[src/rtl/ai_pkg.sv]
// Shared default widths, write-response encodings and the master-index width helper
// for the slave-side write arbitration path.
package ai_pkg;

  localparam int unsigned DEF_MST_AMT           = 2;
  localparam int unsigned DEF_DATA_WIDTH        = 32;
  localparam int unsigned DEF_ADDR_WIDTH        = 32;
  localparam int unsigned DEF_TRANS_MST_ID_W    = 5;
  localparam int unsigned DEF_TRANS_DATA_LEN_W  = 3;
  localparam int unsigned DEF_TRANS_DATA_SIZE_W = 3;
  localparam int unsigned DEF_TRANS_WR_RESP_W   = 2;
  localparam int unsigned DEF_ORDER_FIFO_DEPTH  = 4;
  localparam int unsigned DEF_MAX_OUTSTANDING   = 8;

  localparam logic [1:0] RESP_OKAY   = 2'b00;
  localparam logic [1:0] RESP_SLVERR = 2'b10;

  // Bits needed to name one of n masters; never narrower than one bit.
  function automatic int unsigned mst_id_width(input int unsigned n);
    return (n > 1) ? $clog2(n) : 1;
  endfunction

  localparam int unsigned DEF_MST_ID_W = mst_id_width(DEF_MST_AMT);

endpackage

[src/rtl/ai_sa_order_fifo.sv]
// Synchronous FIFO recording AW grant order so W beats follow the granted master.
// Entries are master indices; DEPTH must be a power of 2.
module ai_sa_order_fifo
  import ai_pkg::*;
#(
  parameter int unsigned DEPTH = DEF_ORDER_FIFO_DEPTH,
  parameter int unsigned WIDTH = DEF_MST_ID_W
) (
  input  logic             clk,
  input  logic             rst,
  input  logic             push,
  input  logic [WIDTH-1:0] push_data,
  input  logic             pop,
  output logic [WIDTH-1:0] head,
  output logic             full,
  output logic             empty
);

  localparam int unsigned PTR_W = (DEPTH > 1) ? $clog2(DEPTH) : 1;
  localparam int unsigned CNT_W = $clog2(DEPTH + 1);

  logic [WIDTH-1:0] mem [DEPTH];
  logic [PTR_W-1:0] wr_ptr;
  logic [PTR_W-1:0] rd_ptr;
  logic [CNT_W-1:0] count;

  function automatic logic [PTR_W-1:0] ptr_inc(input logic [PTR_W-1:0] p);
    return (32'(p) == DEPTH - 1) ? '0 : p + PTR_W'(1);
  endfunction

  always_ff @(posedge clk) begin
    if (rst) begin
      wr_ptr <= '0;
      rd_ptr <= '0;
      count  <= '0;
    end else begin
      if (push) begin
        mem[wr_ptr] <= push_data;
        wr_ptr      <= ptr_inc(wr_ptr);
      end
      if (pop) begin
        rd_ptr <= ptr_inc(rd_ptr);
      end
      if (push && !pop) begin
        count <= count + CNT_W'(1);
      end else if (!push && pop) begin
        count <= count - CNT_W'(1);
      end
    end
  end

  assign head  = mem[rd_ptr];
  assign full  = (32'(count) == DEPTH);
  assign empty = (count == '0);

endmodule

[src/rtl/ai_sa_write_arbiter.sv]
// Slave-port write arbiter: round-robin AW grant with master index prepended to the ID,
// W routing in grant order, B demux by upper ID bits. AI_SA_OUTSTANDING_LIMIT_EN adds a write cap.
module ai_sa_write_arbiter
  import ai_pkg::*;
#(
  parameter int unsigned MST_AMT           = DEF_MST_AMT,
  parameter int unsigned DATA_WIDTH        = DEF_DATA_WIDTH,
  parameter int unsigned ADDR_WIDTH        = DEF_ADDR_WIDTH,
  parameter int unsigned TRANS_MST_ID_W    = DEF_TRANS_MST_ID_W,
  parameter int unsigned TRANS_DATA_LEN_W  = DEF_TRANS_DATA_LEN_W,
  parameter int unsigned TRANS_DATA_SIZE_W = DEF_TRANS_DATA_SIZE_W,
  parameter int unsigned TRANS_WR_RESP_W   = DEF_TRANS_WR_RESP_W,
  parameter int unsigned ORDER_FIFO_DEPTH  = DEF_ORDER_FIFO_DEPTH,
  parameter int unsigned MAX_OUTSTANDING   = DEF_MAX_OUTSTANDING,
  localparam int unsigned MST_ID_W         = mst_id_width(MST_AMT),
  localparam int unsigned S_ID_W           = TRANS_MST_ID_W + MST_ID_W
) (
  input  logic                                    ACLK_i,
  input  logic                                    ARESET_i,
  input  logic [TRANS_MST_ID_W*MST_AMT-1:0]       dsp_AWID_i,
  input  logic [ADDR_WIDTH*MST_AMT-1:0]           dsp_AWADDR_i,
  input  logic [TRANS_DATA_LEN_W*MST_AMT-1:0]     dsp_AWLEN_i,
  input  logic [TRANS_DATA_SIZE_W*MST_AMT-1:0]    dsp_AWSIZE_i,
  input  logic [MST_AMT-1:0]                      dsp_AWVALID_i,
  output logic [MST_AMT-1:0]                      dsp_AWREADY_o,
  input  logic [DATA_WIDTH*MST_AMT-1:0]           dsp_WDATA_i,
  input  logic [MST_AMT-1:0]                      dsp_WLAST_i,
  input  logic [MST_AMT-1:0]                      dsp_WVALID_i,
  output logic [MST_AMT-1:0]                      dsp_WREADY_o,
  output logic [TRANS_MST_ID_W*MST_AMT-1:0]       dsp_BID_o,
  output logic [TRANS_WR_RESP_W*MST_AMT-1:0]      dsp_BRESP_o,
  output logic [MST_AMT-1:0]                      dsp_BVALID_o,
  input  logic [MST_AMT-1:0]                      dsp_BREADY_i,
  output logic [S_ID_W-1:0]                       s_AWID_o,
  output logic [ADDR_WIDTH-1:0]                   s_AWADDR_o,
  output logic [TRANS_DATA_LEN_W-1:0]             s_AWLEN_o,
  output logic [TRANS_DATA_SIZE_W-1:0]            s_AWSIZE_o,
  output logic                                    s_AWVALID_o,
  input  logic                                    s_AWREADY_i,
  output logic [DATA_WIDTH-1:0]                   s_WDATA_o,
  output logic                                    s_WLAST_o,
  output logic                                    s_WVALID_o,
  input  logic                                    s_WREADY_i,
  input  logic [S_ID_W-1:0]                       s_BID_i,
  input  logic [TRANS_WR_RESP_W-1:0]              s_BRESP_i,
  input  logic                                    s_BVALID_i,
  output logic                                    s_BREADY_o
);

  if (ORDER_FIFO_DEPTH == 0 || (ORDER_FIFO_DEPTH & (ORDER_FIFO_DEPTH - 1)) != 0 ||
      MAX_OUTSTANDING == 0) begin : g_bad_cfg
    $error("ai_sa_write_arbiter: ORDER_FIFO_DEPTH must be a power of 2, MAX_OUTSTANDING nonzero");
  end

  typedef enum logic {AW_IDLE, AW_HOLD} aw_state_e;

  aw_state_e           state_q, state_d;
  logic [MST_ID_W-1:0] rr_ptr_q, rr_ptr_d;
  logic [MST_ID_W-1:0] grant_idx;
  logic                grant_c;
  logic                grant_allow;
  int unsigned         scan;

  logic                fifo_full, fifo_empty, fifo_pop;
  logic [MST_ID_W-1:0] fifo_head;

  logic [TRANS_MST_ID_W-1:0]    aw_id   [MST_AMT];
  logic [ADDR_WIDTH-1:0]        aw_addr [MST_AMT];
  logic [TRANS_DATA_LEN_W-1:0]  aw_len  [MST_AMT];
  logic [TRANS_DATA_SIZE_W-1:0] aw_size [MST_AMT];
  logic [DATA_WIDTH-1:0]        w_data  [MST_AMT];

  for (genvar m = 0; m < MST_AMT; m++) begin : g_slice
    assign aw_id[m]   = dsp_AWID_i[m*TRANS_MST_ID_W +: TRANS_MST_ID_W];
    assign aw_addr[m] = dsp_AWADDR_i[m*ADDR_WIDTH +: ADDR_WIDTH];
    assign aw_len[m]  = dsp_AWLEN_i[m*TRANS_DATA_LEN_W +: TRANS_DATA_LEN_W];
    assign aw_size[m] = dsp_AWSIZE_i[m*TRANS_DATA_SIZE_W +: TRANS_DATA_SIZE_W];
    assign w_data[m]  = dsp_WDATA_i[m*DATA_WIDTH +: DATA_WIDTH];
  end

`ifdef AI_SA_OUTSTANDING_LIMIT_EN
  localparam int unsigned OUT_W = $clog2(MAX_OUTSTANDING + 1);

  logic [OUT_W-1:0] out_cnt_q;
  logic             b_hs;

  assign b_hs = s_BVALID_i & s_BREADY_o;

  always_ff @(posedge ACLK_i) begin
    if (ARESET_i) begin
      out_cnt_q <= '0;
    end else if (grant_c && !b_hs) begin
      out_cnt_q <= out_cnt_q + OUT_W'(1);
    end else if (!grant_c && b_hs && out_cnt_q != '0) begin
      out_cnt_q <= out_cnt_q - OUT_W'(1);
    end
  end

  assign grant_allow = !ARESET_i && !fifo_full && (32'(out_cnt_q) != MAX_OUTSTANDING);
`else
  assign grant_allow = !ARESET_i && !fifo_full;
`endif

  always_ff @(posedge ACLK_i) begin
    if (ARESET_i) begin
      state_q  <= AW_IDLE;
      rr_ptr_q <= '0;
    end else begin
      state_q  <= state_d;
      rr_ptr_q <= rr_ptr_d;
    end
  end

  // Descending scan so the requester closest at/after the pointer is the final winner.
  always_comb begin
    state_d       = state_q;
    rr_ptr_d      = rr_ptr_q;
    grant_c       = 1'b0;
    grant_idx     = '0;
    scan          = 0;
    dsp_AWREADY_o = '0;
    case (state_q)
      AW_IDLE: begin
        if (grant_allow) begin
          for (int i = int'(MST_AMT) - 1; i >= 0; i--) begin
            scan = 32'(rr_ptr_q) + 32'(i);
            if (scan >= MST_AMT) scan = scan - MST_AMT;
            if (dsp_AWVALID_i[MST_ID_W'(scan)]) begin
              grant_c   = 1'b1;
              grant_idx = MST_ID_W'(scan);
            end
          end
          if (grant_c) begin
            dsp_AWREADY_o[grant_idx] = 1'b1;
            rr_ptr_d = (32'(grant_idx) == MST_AMT - 1) ? '0 : grant_idx + MST_ID_W'(1);
            state_d  = AW_HOLD;
          end
        end
      end
      AW_HOLD: begin
        if (s_AWREADY_i) state_d = AW_IDLE;
      end
      default: state_d = AW_IDLE;
    endcase
  end

  always_ff @(posedge ACLK_i) begin
    if (ARESET_i) begin
      s_AWVALID_o <= 1'b0;
      s_AWID_o    <= '0;
      s_AWADDR_o  <= '0;
      s_AWLEN_o   <= '0;
      s_AWSIZE_o  <= '0;
    end else begin
      s_AWVALID_o <= (state_d == AW_HOLD);
      if (grant_c) begin
        s_AWID_o   <= {grant_idx, aw_id[grant_idx]};
        s_AWADDR_o <= aw_addr[grant_idx];
        s_AWLEN_o  <= aw_len[grant_idx];
        s_AWSIZE_o <= aw_size[grant_idx];
      end
    end
  end

  ai_sa_order_fifo #(
    .DEPTH (ORDER_FIFO_DEPTH),
    .WIDTH (MST_ID_W)
  ) u_order_fifo (
    .clk       (ACLK_i),
    .rst       (ARESET_i),
    .push      (grant_c),
    .push_data (grant_idx),
    .pop       (fifo_pop),
    .head      (fifo_head),
    .full      (fifo_full),
    .empty     (fifo_empty)
  );

  // W beats only flow for the master whose AW grant is oldest.
  always_comb begin
    s_WVALID_o   = 1'b0;
    s_WDATA_o    = '0;
    s_WLAST_o    = 1'b0;
    dsp_WREADY_o = '0;
    if (!ARESET_i && !fifo_empty) begin
      for (int unsigned m = 0; m < MST_AMT; m++) begin
        if (32'(fifo_head) == m) begin
          s_WVALID_o      = dsp_WVALID_i[m];
          s_WDATA_o       = w_data[m];
          s_WLAST_o       = dsp_WLAST_i[m];
          dsp_WREADY_o[m] = s_WREADY_i;
        end
      end
    end
  end

  assign fifo_pop = s_WVALID_o & s_WREADY_i & s_WLAST_o;

  // Responses whose master field names no existing master are accepted and dropped.
  always_comb begin
    dsp_BVALID_o = '0;
    dsp_BID_o    = '0;
    dsp_BRESP_o  = '0;
    s_BREADY_o   = !ARESET_i;
    if (!ARESET_i) begin
      for (int unsigned m = 0; m < MST_AMT; m++) begin
        if (32'(s_BID_i[S_ID_W-1 -: MST_ID_W]) == m) begin
          dsp_BVALID_o[m] = s_BVALID_i;
          dsp_BID_o[m*TRANS_MST_ID_W +: TRANS_MST_ID_W]   = s_BID_i[TRANS_MST_ID_W-1:0];
          dsp_BRESP_o[m*TRANS_WR_RESP_W +: TRANS_WR_RESP_W] = s_BRESP_i;
          s_BREADY_o = dsp_BREADY_i[m];
        end
      end
    end
  end

endmodule
[config.mk]
export PLATFORM = sky130hd
export DESIGN_NAME = ai_sa_write_arbiter
export DESIGN_NICKNAME = d
export VERILOG_FILES = /design/src/rtl/ai_pkg.sv /design/src/rtl/ai_sa_order_fifo.sv /design/src/rtl/ai_sa_write_arbiter.sv
export SDC_FILE = /design/constraint.sdc
export NUM_CORES = 1
export LEC_CHECK = 0
export ABC_AREA = 1
export BUFFER_PORTS_ARGS = -buffer_cell sky130_fd_sc_hd__buf_2
export CAP_MARGIN = 20
export CORE_AREA = 2 2 105 107
export DETAILED_ROUTE_END_ITERATION = 16
export DIE_AREA = 0 0 107 109
export HOLD_SLACK_MARGIN = 0.12
export PLACE_DENSITY = 0.67
export SYNTH_ARGS = -nofsm -noshare
export SYNTH_HDL_FRONTEND = slang
export SYNTH_SLANG_ARGS = --single-unit
[constraint.sdc]
create_clock -name ACLK_i -period 2.5 [get_ports ACLK_i]
set_input_delay 0.5 -clock ACLK_i [delete_from_list [all_inputs] [get_ports ACLK_i]]
set_output_delay 0.5 -clock ACLK_i [all_outputs]
set_load 0.1 [all_outputs]
==> metrics.md, run 1 <==
| Metric | Value |
|---|---|
| Synth warn | `0` |
| H-tree levels | `3` |
| Total length of routed wires | `12.08 mm` |
| DR iter-0 viols | `268` |
| Root Buffer | `clkbuf_8` |
| NumNets Final | `877` |
| Number of max-cap violations | `0` |
| Cts-stage hold buffer count | `0` |
| Worst Setup Start Kind | `flop` |
| WP data arrival | `1.89 ns` |
| Layout Skew | `0.004633 ns` |
| Leak pwr | `2.732 nW` |
| Final Max Slew Viols | `0` |
| Clock slew at reported path FFs | `0.07 ns` |
| Hpwl dp | `9.550 mm` |
| Layout filler cell count | `987` |
| Slew @ Worst Pin | `0.6081 ns` |
| Die width | `107 um` |
| Setup Fix Bufs, Post-CTS | `0` |
| Initial core utilization | `0.3020` |
| Synth Register Bits | `59` |
| Setup TNS | `0 ns` |
| Setup violators final | `0` |
| Via-per-instance ratio | `4.817` |
| Critical path class | `flop to output port` |
| Fmax | `418.2 MHz` |
| Row cnt | `38` |
| Max FO, Critical Path | `21` |
| Syn Inst Count | `444` |
| First-pass GRT wire length | `18.50 mm` |
| Synth cell types | `30` |
| Clock Sinks | `59` |
| Metal3 WL | `1.142 mm` |
| Cts bufs inserted | `9` |
| Max Buffers Root-to-Sink | `2` |
| Total Power | `4.439 mW` |
| Pwr Density | `778.5 mW/mm^2` |
| Largest net degree at the start of global routing | `50` |
| Most frequent cells in the layout | `225 x buf_2, 80 x nand2_1, 66 x a21oi_1, 54 x dfxtp_1, 45 x buf_12` |
| Die area | `0.01166 sq mm` |
| M1 WL | `4.320 mm` |
| Worst VDD drop | `433.5 uV` |
| Status | `completed` |
| Layout area overhead | `78.08%` |
| Syn_area_per_cell | `7.211 sq um` |
| Most common cell after layout, fill and taps aside | `buf_2` |
| CTS resizes | `4` |
| GPL Wtd Cong | `0.8182` |
| CTS tree | `built` |
| Hold WS | `0.4462 ns` |
| Overflow after GRT | `0` |
| Share of cells above drive strength 1 | `0.4986` |
| Data required, critical path | `2.00 ns` |
| Hold Path Class | `input port to flop` |
| Setup repair after global routing missed its margin | `no` |
| DR WL met2 | `6.376 mm` |
| Skew-Pair Late Insertion Delay | `0.34 ns` |
| # IOs | `271` |
| IO Port Bufs | `270` |
| Period minus WS final | `2.391 ns` |
| Antenna violations before repair | `2` |
| Wire per inst | `14.27 um` |
| Hold Vio Cnt, Final | `0` |
| Max_slew headroom | `0.5946` |
| Number of global-route vias before repair | `4005` |
| Post-DRT Antenna Nets | `0` |
| Top sig layer | `met4` |
| Util after Layout | `0.5378` |
| Syn_nets | `622` |
| Core area | `0.01060 sq mm` |
| Vias | `4075` |
| Post-route DRC | `0` |
| Total iterations of the first detailed-routing run | `4` |
| Cell area after synthesis | `0.003202 sq mm` |
| Seq/Total Area, Yosys | `0.3814` |
| CP Capture Type | `output port` |
| Final period util | `0.9565` |
| Die Ht | `109 um` |
| Gr usage total | `0.1993` |
## state kept, by name, summed over array words and instances, names as in the netlist, named ones only
name                 cells
rr_ptr_q                 1
u_order_fifo.count       3
u_order_fifo.mem         4
u_order_fifo.wr_ptr      2
s_AWADDR_o              32
u_order_fifo.rd_ptr      2
s_AWVALID_o              1
s_AWID_o                 6
s_AWLEN_o                3
s_AWSIZE_o               3
## power breakdown
group | total, mW | internal (mW) | switching, mW | leakage (nW)
registers | 1.11 | 1.05 | 0.0550 | 0.490
logic | 2.20 | 0.559 | 1.64 | 2.11
clock network | 1.13 | 0.762 | 0.366 | 0.128
## logic make-up (layout without fill, tap and decap cells)
kind of cell / count (synthesis) / count (layout) / share of synthesized area
AO/OA/AOI/OAI: 178 / 178 / 0.3068
adder cells (fa/ha/maj): 7 / 7 / 0.02970
buffers and inverters: 67 / 327 / 0.09027
flip-flops: 59 / 59 / 0.3814
other: 0 / 2 / 0
AND/OR/NAND/NOR: 133 / 133 / 0.1919
## area by class of cell
type / count / area (sq um) / area share
inverter: 35 / 141.4 / 0.02480
clock buffer: 11 / 131.4 / 0.02304
tap: 140 / 175.2 / 0.03072
antenna: 2 / 5.005 / 0.0008778
multi-input combinational: 318 / 1826 / 0.3202
sequential: 59 / 1222 / 0.2144
timing repair buffer: 276 / 2076 / 0.3641
clock inverter: 5 / 125.1 / 0.02194
## through the flow
| step | cell area (sq um) | instances | setup WS [ns] |
|---|---|---|---|
| floorplan | 3284 | 444 | -0.4532 |
| global route | 5699 | 845 | 0.0008307 |
| global placement | 5374 | 828 | 0.1787 |
| CTS | 5644 | 844 | 0.003485 |
| finish | 5702 | 846 | 0.1086 |
| detailed placement | 5374 | 828 | 0.1959 |
## cell usage after synthesis, drive strengths merged
library cell   n  area share
buf           24       0.040
a21oi         82        0.13
clkbuf         8      0.0094
nand2         86        0.11
o21ai         50       0.082
or2            1      0.0020
o21a           1      0.0023
nor2          37       0.057
o22ai         43       0.084
fa             1      0.0063
nand3b         1      0.0023
nor3           2      0.0031
inv           35       0.041
dfxtp         55        0.34
ha             6       0.023
edfxtp         4       0.038
a31oi          2       0.011
nand3          6       0.015
## path summary, 6_finish.rpt
| path | start | to | slack (ns) | cells after the start |
|---|---|---|---|---|
| worst max-delay path | flop | s_WDATA_o[11] | 0.11 | 8 |
| worst min-delay path | dsp_AWADDR_i[0] | s_AWADDR_o[0] | 0.45 | 3 |
| worst max register to register | u_order_fifo.count[0] | u_order_fifo.count[1] | 0.33 | 10 |
| worst min register to register | s_AWID_o[5] | s_AWID_o[5] | 0.48 | 2 |
## layer usage
| metal | GRT usage | vias to the layer above |
|---|---|---|
| li1 | - | 2029 |
| met1 | 0.1949 | 1826 |
| met2 | 0.3894 | 200 |
| met3 | 0.06216 | 20 |
| met4 | 0.07699 | 0 |
| met5 | 0 | - |
## worst max-delay path, cell delays in order (launching register included)
cell	delay (ns)
dfxtp_1	0.38
nand2_1	0.10
nand2_2	0.09
nand2_4	0.06
nand2_8	0.13
buf_6	0.20
nand2_1	0.08
a21oi_1	0.29
buf_12	0.22
No activity file was read; power rests on OpenSTA's default activity.
==> inputs of run 2 (changes only) <==
SETUP_SLACK_MARGIN = 0.15   (was unset)
==> run 2 against run 1 <==
Against the previous run:
- core utilization increased by 3.6 points
- cell area grew 6.6%
- via count decreased by 0.12%
- die area stayed put
- clock power decreased by 25%
- sequential share of layout area shrank 1.3 points
==> metrics.md, run 2 (synthesized netlist as in run 1, its figures left out) <==
| Metric | Value |
|---|---|
| Status | `completed (unchanged)` |
| First-pass GRT wire length | `18.09 mm (was 18.50 mm)` |
| Vias | `4070 (was 4075)` |
| Clock Sinks | `59 (unchanged)` |
| Skew-Pair Late Insertion Delay | `0.34 ns (about the same)` |
| Setup violators final | `0 (unchanged)` |
| Gr usage total | `0.1931 (was 0.1993)` |
| Hpwl dp | `9.276 mm (was 9.550 mm)` |
| Post-route DRC | `0 (unchanged)` |
| Total iterations of the first detailed-routing run | `4 (unchanged)` |
| ANT cells | `0 (was 2)` |
| Core area | `0.01060 sq mm (unchanged)` |
| Post-DRT Antenna Nets | `0 (unchanged)` |
| R2R setup slack | `0.39 ns (was 0.33 ns)` |
| Wire per inst | `13.64 um (was 14.27 um)` |
| Most common cell after layout, fill and taps aside | `buf_2 (unchanged)` |
| NumNets Final | `884 (was 877)` |
| CP Capture Type | `output port (unchanged)` |
| Via-per-instance ratio | `4.783 (was 4.817)` |
| IO Port Bufs | `270 (unchanged)` |
| Critical path class | `flop to output port (unchanged)` |
| Cell area after layout | `0.006078 sq mm (was 0.005702 sq mm)` |
| Slew @ Worst Pin | `0.7285 ns (was 0.6081 ns)` |
| Cts bufs inserted | `9 (unchanged)` |
| Hold Path Class | `input port to flop (unchanged)` |
| Layout area overhead | `89.84% (was 78.08%)` |
| Period minus WS final | `2.268 ns (was 2.391 ns)` |
| Max FO, Critical Path | `3 (was 21)` |
| Data required, critical path | `2.00 ns (about the same)` |
| Number of max-cap violations | `0 (unchanged)` |
| Max Buffers Root-to-Sink | `2 (unchanged)` |
| Max reg flops | `32 (unchanged)` |
| Die width | `107 um (unchanged)` |
| Cell Area, Placed | `0.005791 sq mm (was 0.005374 sq mm)` |
| Regs by FF count | `s_AWADDR_o x32, s_AWID_o x6, u_order_fifo.mem x4 (unchanged)` |
| Root Buffer | `clkbuf_8 (unchanged)` |
| Setup TNS | `0 ns (unchanged)` |
| Die Ht | `109 um (unchanged)` |
| DR iter-0 viols | `190 (was 268)` |
| Total Power | `4.308 mW (was 4.439 mW)` |
| Final period util | `0.9071 (was 0.9565)` |
| Final Max Slew Viols | `0 (unchanged)` |
| Worst Setup Start Kind | `flop (unchanged)` |
| Share of cells above drive strength 1 | `0.5260 (was 0.4986)` |
| Row cnt | `38 (unchanged)` |
| Largest net degree at the start of global routing | `88 (was 50)` |
| Largest Register | `s_AWADDR_o (unchanged)` |
| Number of global-route vias before repair | `3915 (was 4005)` |
| GPL Wtd Cong | `0.7283 (was 0.8182)` |
| CTS tree | `built (unchanged)` |
| Pwr Density | `708.7 mW/mm^2 (was 778.5 mW/mm^2)` |
| Max_slew headroom | `0.5143 (was 0.5946)` |
| WP data arrival | `1.77 ns (was 1.89 ns)` |
| Worst VDD drop | `449.8 uV (was 433.5 uV)` |
| Overflow after GRT | `0 (unchanged)` |
| Hold Vio Cnt, Final | `0 (unchanged)` |
| Die area | `0.01166 sq mm (unchanged)` |
| Leak pwr | `2.793 nW (was 2.732 nW)` |
| Clock slew at reported path FFs | `0.07 ns (about the same)` |
| H-tree levels | `3 (unchanged)` |
| Total length of routed wires | `11.61 mm (was 12.08 mm)` |
| # IOs | `271 (unchanged)` |
| Layout Skew | `0.01444 ns (was 0.004633 ns)` |
| Most frequent cells in the layout | `217 x buf_2, 78 x nand2_1, 53 x dfxtp_1, 52 x buf_12, 50 x a21oi_1 (was 225 x buf_2, 80 x nand2_1, 66 x a21oi_1, 54 x dfxtp_1, 45 x buf_12)` |
| Antenna violations before repair | `0 (was 2)` |
| Setup repair after global routing missed its margin | `yes (was no)` |
| Fmax | `441.0 MHz (was 418.2 MHz)` |
| Initial core utilization | `0.3020 (unchanged)` |
-- run 2: power breakdown --
group | internal [mW] | switching (mW)
sequential | 1.05 | 0.0520
clock | 0.473 | 0.371
combinational | 0.638 | 1.72
total | 2.16 | 2.14
-- run 2: critical path: stages (launching register included) --
cell and delay (ns):
dfxtp_1 0.36, inv_2 0.09, a31oi_4 0.32, nand2_2 0.10
nor2_4 0.13, buf_2 0.44
-- run 2: timing repair --
item / 4_1_cts / 5_1_grt
pin swaps: 1 / 1
setup buffers: 0 / 6
setup endpoints to repair: 34 / 34
hold buffers: 0 / 0
resized for setup: 8 / 9
-- run 2: cell type report --
class,count,area [sq um]
Clock buffer,13,180.2
Multi-Input combinational cell,318,2102
Inverter,35,146.4
Tap cell,140,175.2
Sequential cell,59,1224
Timing Repair Buffer,283,2232
Fill cell,977,4524
Clock inverter,3,18.77
-- run 2: final timing paths --
check                        startpoint                    end  cells after the start
hold / removal          dsp_AWADDR_i[1]          s_AWADDR_o[1]                      3
hold reg to reg             s_AWID_o[5]            s_AWID_o[5]                      2
setup / recovery  u_order_fifo.count[1]             s_WVALID_o                      5
setup reg to reg    u_order_fifo.mem[0]  u_order_fifo.count[2]                     15
-- run 2: per-layer routing --
layer,global-route usage,share of wire
met3,0.05260,0.087
met5,0,0
met2,0.3571,0.51
met4,0.07328,0.018
met1,0.2103,0.38
-- run 2: metrics by stage --
step / worst slack, ns / std cells / util / hold WS (ns)
global placement: 0.2770 / 829 / 0.5461 / 0.4499
CTS: 0.1506 / 845 / 0.5673 / 0.4278
global route: 0.1184 / 851 / 0.5733 / 0.4369
detailed placement: 0.2320 / 829 / 0.5461 / 0.4576
floorplan: -0.2503 / 444 / - / 0.4705
finish: 0.2323 / 851 / 0.5733 / 0.4450
==> inputs of run 3 (changes only) <==
ABC_AREA = unset   (was 1)
CTS_BUF_LIST = sky130_fd_sc_hd__clkbuf_4   (was unset)
PLACE_DENSITY = 0.68   (was 0.67)
==> run 3 against run 2 <==
Against the previous run:
- power up 16%
- flip-flop and latch count unchanged
- highest routed layer unchanged
- cell area down 1.1%
- register-to-register slack worse by 0.29 ns
- count of clock-buffer cells in the layout down 1
==> metrics.md, run 3 <==
| Metric | Value |
|---|---|
| Status | `completed (unchanged)` |
| Cell area after synthesis | `0.003271 sq mm (was 0.003202 sq mm)` |
| Worst path cell trace | `mux4_2 -> buf_12 -> nand2_1 -> a21oi_4 -> buf_12 (was inv_2 -> a31oi_4 -> nand2_2 -> nor2_4 -> buf_2)` |
| Antenna violations before repair | `0 (unchanged)` |
| Setup repair after global routing missed its margin | `yes (unchanged)` |
| Regs by FF count | `s_AWADDR_o x32, s_AWID_o x6, u_order_fifo.mem x4 (unchanged)` |
| Cts-stage hold buffer count | `0 (unchanged)` |
| Clock slew at reported path FFs | `0.11 ns (was 0.07 ns)` |
| HP Start | `s_AWREADY_i (was dsp_AWADDR_i[1])` |
| Synth warn | `0 (unchanged)` |
| ANT cells | `0 (unchanged)` |
| Row cnt | `38 (unchanged)` |
| Critical R2R Launch | `u_order_fifo.mem[3] (was u_order_fifo.mem[0])` |
| Fmax | `413.5 MHz (was 441.0 MHz)` |
| Overflow after GRT | `0 (unchanged)` |
| Most frequent CP cell | `buf_12` |
| R2R setup slack | `0.10 ns (was 0.39 ns)` |
| Die Ht | `109 um (unchanged)` |
| IO Port Bufs | `270 (unchanged)` |
| Synth cell types | `29 (was 30)` |
| Slowest cell on the critical path | `mux4_2 (was buf_2)` |
| Worst Setup Start Kind | `flop (unchanged)` |
| Critical path class | `flop to output port (unchanged)` |
| Adder-cell area share of the yosys netlist | `0.02907 (was 0.02970)` |
| Path depth of the worst reg2reg path | `9 (was 15)` |
| CP endpoint | `s_WDATA_o[13] (was s_WVALID_o)` |
| Simple-Gate Fraction of Synth Area | `0.2096 (was 0.1919)` |
| Hold Vio Cnt, Final | `0 (unchanged)` |
| Data required, critical path | `2.00 ns (about the same)` |
| DR iter-0 viols | `161 (was 190)` |
| R2r endpoint | `u_order_fifo.count[2] (unchanged)` |
| Share of cells above drive strength 1 | `0.5368 (was 0.5260)` |
| Syn_nets | `583 (was 622)` |
| Multi-input logic area | `0.002291 sq mm (was 0.002102 sq mm)` |
| Final period util | `0.9673 (was 0.9071)` |
| Die area | `0.01166 sq mm (unchanged)` |
| Post-DRT Antenna Nets | `0 (unchanged)` |
| Largest Register | `s_AWADDR_o (unchanged)` |
| Cts bufs inserted | `9 (unchanged)` |
| Worst VDD drop | `523.9 uV (was 449.8 uV)` |
| Seq/Total Area, Yosys | `0.3734 (was 0.3814)` |
| Core area | `0.01060 sq mm (unchanged)` |
| Gr usage total | `0.1829 (was 0.1931)` |
| NumNets Final | `854 (was 884)` |
| Total Power | `4.986 mW (was 4.308 mW)` |
| Most frequent cells after synthesis | `75 x nand2_1, 55 x dfxtp_1, 54 x nor2_1, 48 x mux2i_1, 43 x a211oi_1 (was 82 x a21oi_1, 80 x nand2_1, 55 x dfxtp_1, 43 x o22ai_1, 39 x o21ai_0)` |
| Crit path largest cell delay | `0.54 ns (was 0.44 ns)` |
| Number of max-cap violations | `0 (unchanged)` |
| Total iterations of the first detailed-routing run | `6 (was 4)` |
| Via-per-instance ratio | `4.684 (was 4.783)` |
| Root Buffer | `clkbuf_4 (was clkbuf_8)` |
| WP data arrival | `1.92 ns (was 1.77 ns)` |
| Hold depth | `3 (unchanged)` |
| FF/Latch Area | `0.001234 sq mm (was 0.001224 sq mm)` |
| Synth Register Bits | `59 (unchanged)` |
| Pwr Density | `829.4 mW/mm^2 (was 708.7 mW/mm^2)` |
| Setup crit start | `u_order_fifo.mem[3] (was u_order_fifo.count[1])` |
| Total length of routed wires | `11.62 mm (was 11.61 mm)` |
| Layout area overhead | `83.82% (was 89.84%)` |
| H-tree levels | `3 (unchanged)` |
| Hpwl dp | `9.179 mm (was 9.276 mm)` |
| Ys async rst share | `0 (unchanged)` |
| Largest net degree at the start of global routing | `75 (was 88)` |
| # IOs | `271 (unchanged)` |
| Max_slew headroom | `0.5460 (was 0.5143)` |
| Max Buffers Root-to-Sink | `2 (unchanged)` |
| Period minus WS final | `2.418 ns (was 2.268 ns)` |
| EDFF count, synth | `4 (unchanged)` |
| GPL Wtd Cong | `0.9019 (was 0.7283)` |
| Wire per inst | `14.18 um (was 13.64 um)` |
| Layout Skew | `0.02242 ns (was 0.01444 ns)` |
| Placed cells | `794 (was 829)` |
| Syn_area_per_cell | `8.076 sq um (was 7.211 sq um)` |
| Die width | `107 um (unchanged)` |
| Final Max Slew Viols | `0 (unchanged)` |
| Cell area after layout | `0.006012 sq mm (was 0.006078 sq mm)` |
| Post-synthesis mux area share | `0.1641 (was 0)` |
| XOR/XNOR Fraction of Synth Area | `0.005356 (was 0)` |
| Setup violators final | `0 (unchanged)` |
| CP Capture Type | `output port (unchanged)` |
| Most common cell in the netlist | `nand2_1 (was a21oi_1)` |
| Number of global-route vias before repair | `3572 (was 3915)` |
| Vias | `3841 (was 4070)` |
| First-pass GRT wire length | `16.75 mm (was 18.09 mm)` |
| Hold Path Class | `input port to flop (unchanged)` |
| Hold WS | `0.3518 ns (was 0.4450 ns)` |
| Most frequent cells in the layout | `232 x buf_2, 72 x nand2_1, 51 x dfxtp_1, 50 x nor2_1, 48 x mux2i_1 (was 217 x buf_2, 78 x nand2_1, 53 x dfxtp_1, 52 x buf_12, 50 x a21oi_1)` |
| Util after Layout | `0.5670 (was 0.5733)` |
| Yosys top cell area share | `0.3366 (was 0.3439)` |
| Layout filler cell count | `939 (was 977)` |
| Slew @ Worst Pin | `0.6809 ns (was 0.7285 ns)` |
| Max reg flops | `32 (unchanged)` |
| Fin cells | `820 (was 851)` |
| Cell Area, Placed | `0.005688 sq mm (was 0.005791 sq mm)` |
| Area leader, netlist | `dfxtp_1 (unchanged)` |
| Compound-gate portion of the synthesized area | `0.1649 (was 0.3068)` |
| Largest family of logic cells by synthesized area | `simple AND/OR/NAND/NOR gates (was compound AO/OA/AOI/OAI gates)` |
| Area contributors post-synth | `dfxtp_1 34%, mux2i_1 15%, a211oi_1 9.9%, nand2_1 8.6%, nor2_1 6.2% (was dfxtp_1 34%, a21oi_1 13%, nand2_1 9.4%, o22ai_1 8.4%, o21ai_0 6.1%)` |
| Most common cell after layout, fill and taps aside | `buf_2 (unchanged)` |
| Clock Sinks | `59 (unchanged)` |
| Skew-Pair Late Insertion Delay | `0.41 ns (was 0.34 ns)` |
| CTS tree | `built (unchanged)` |
| Synth Flop Type | `dfxtp_1 (unchanged)` |
| Leak pwr | `2.917 nW (was 2.793 nW)` |
| Initial core utilization | `0.3085 (was 0.3020)` |
| Max FO, Critical Path | `35 (was 3)` |
| Syn Inst Count | `405 (was 444)` |
| Post-route DRC | `0 (unchanged)` |
==> run 3: changes by cell type in the layout (fill, tap and decap cells not counted), sizes merged, moves of 5 or more <==
cell,change
a211oi,+43
a21oi,-43
and2,+21
buf,+9
inv,-29
mux2i,+48
nand2,-11
nand3,-5
nor2,+17
o21ai,-48
o22ai,-43
==> run 3: logic make-up (layout without fill, tap and decap cells) <==
logic type,count (synthesis),after routing
flip-flops,59,59
adder cells (fa/ha/maj),7,7
AO/OA/AOI/OAI,85,85
buffers and inverters,39,314
XOR/XNOR,2,2
multiplexers,52,52
AND/OR/NAND/NOR,161,161
==> run 3: repair_timing <==
item,CTS,global route
resized for setup,15,13
endpoints found under the setup margin,38,38
gates cloned,0,1
setup buffers,9,1
pin swaps,3,0
endpoints found under the hold margin,0,0
==> run 3: layout make-up <==
type | instances | area share
inverters | 7 | 0.004995
clock inverters | 3 | 0.006868
clock buffers | 12 | 0.01498
well taps | 140 | 0.02914
multi-input cells | 307 | 0.3811
repair buffers | 292 | 0.3578
flip-flops and latches | 59 | 0.2052
==> run 3: per-stage QoR <==
step | TNS (ns) | setup slack, ns
5_1_grt | -0.04965 | -0.01205
3_3_place_gp | 0 | 0.1473
4_1_cts | 0 | 0.04310
6_report | 0 | 0.08176
2_1_floorplan | -1.737 | -0.4036
3_5_place_dp | 0 | 0.04879
==> run 3: power breakdown <==
group | internal (mW) | leakage [nW] | total, mW | switching, mW
Sequential | 1.08 | 0.494 | 1.15 | 0.0732
Clock | 0.331 | 0.0711 | 0.662 | 0.331
Combinational | 0.927 | 2.35 | 3.17 | 2.25
==> run 3: layer usage <==
layer	global-route usage	wire length, um	up-vias
met5	0	0	-
met4	0.06586	181	0
met2	0.3526	6207	176
li1	-	-	1940
met3	0.04124	897	14
met1	0.1944	4337	1711
==> run 3: worst min path at each step <==
stage                  end
2_1_floorplan     rr_ptr_q
3_3_place_gp   s_AWID_o[5]
3_5_place_dp   s_AWID_o[5]
4_1_cts        s_AWVALID_o
5_1_grt        s_AWVALID_o
6_report       s_AWVALID_o
==> run 3: worst max-delay path, delay by kind of cell (launching register included) <==
family | cells | cell delay, ns
buf+inv | 2 | 0.36
mux | 1 | 0.54
simple gates | 1 | 0.13
compound gates | 1 | 0.07
flops | 1 | 0.40
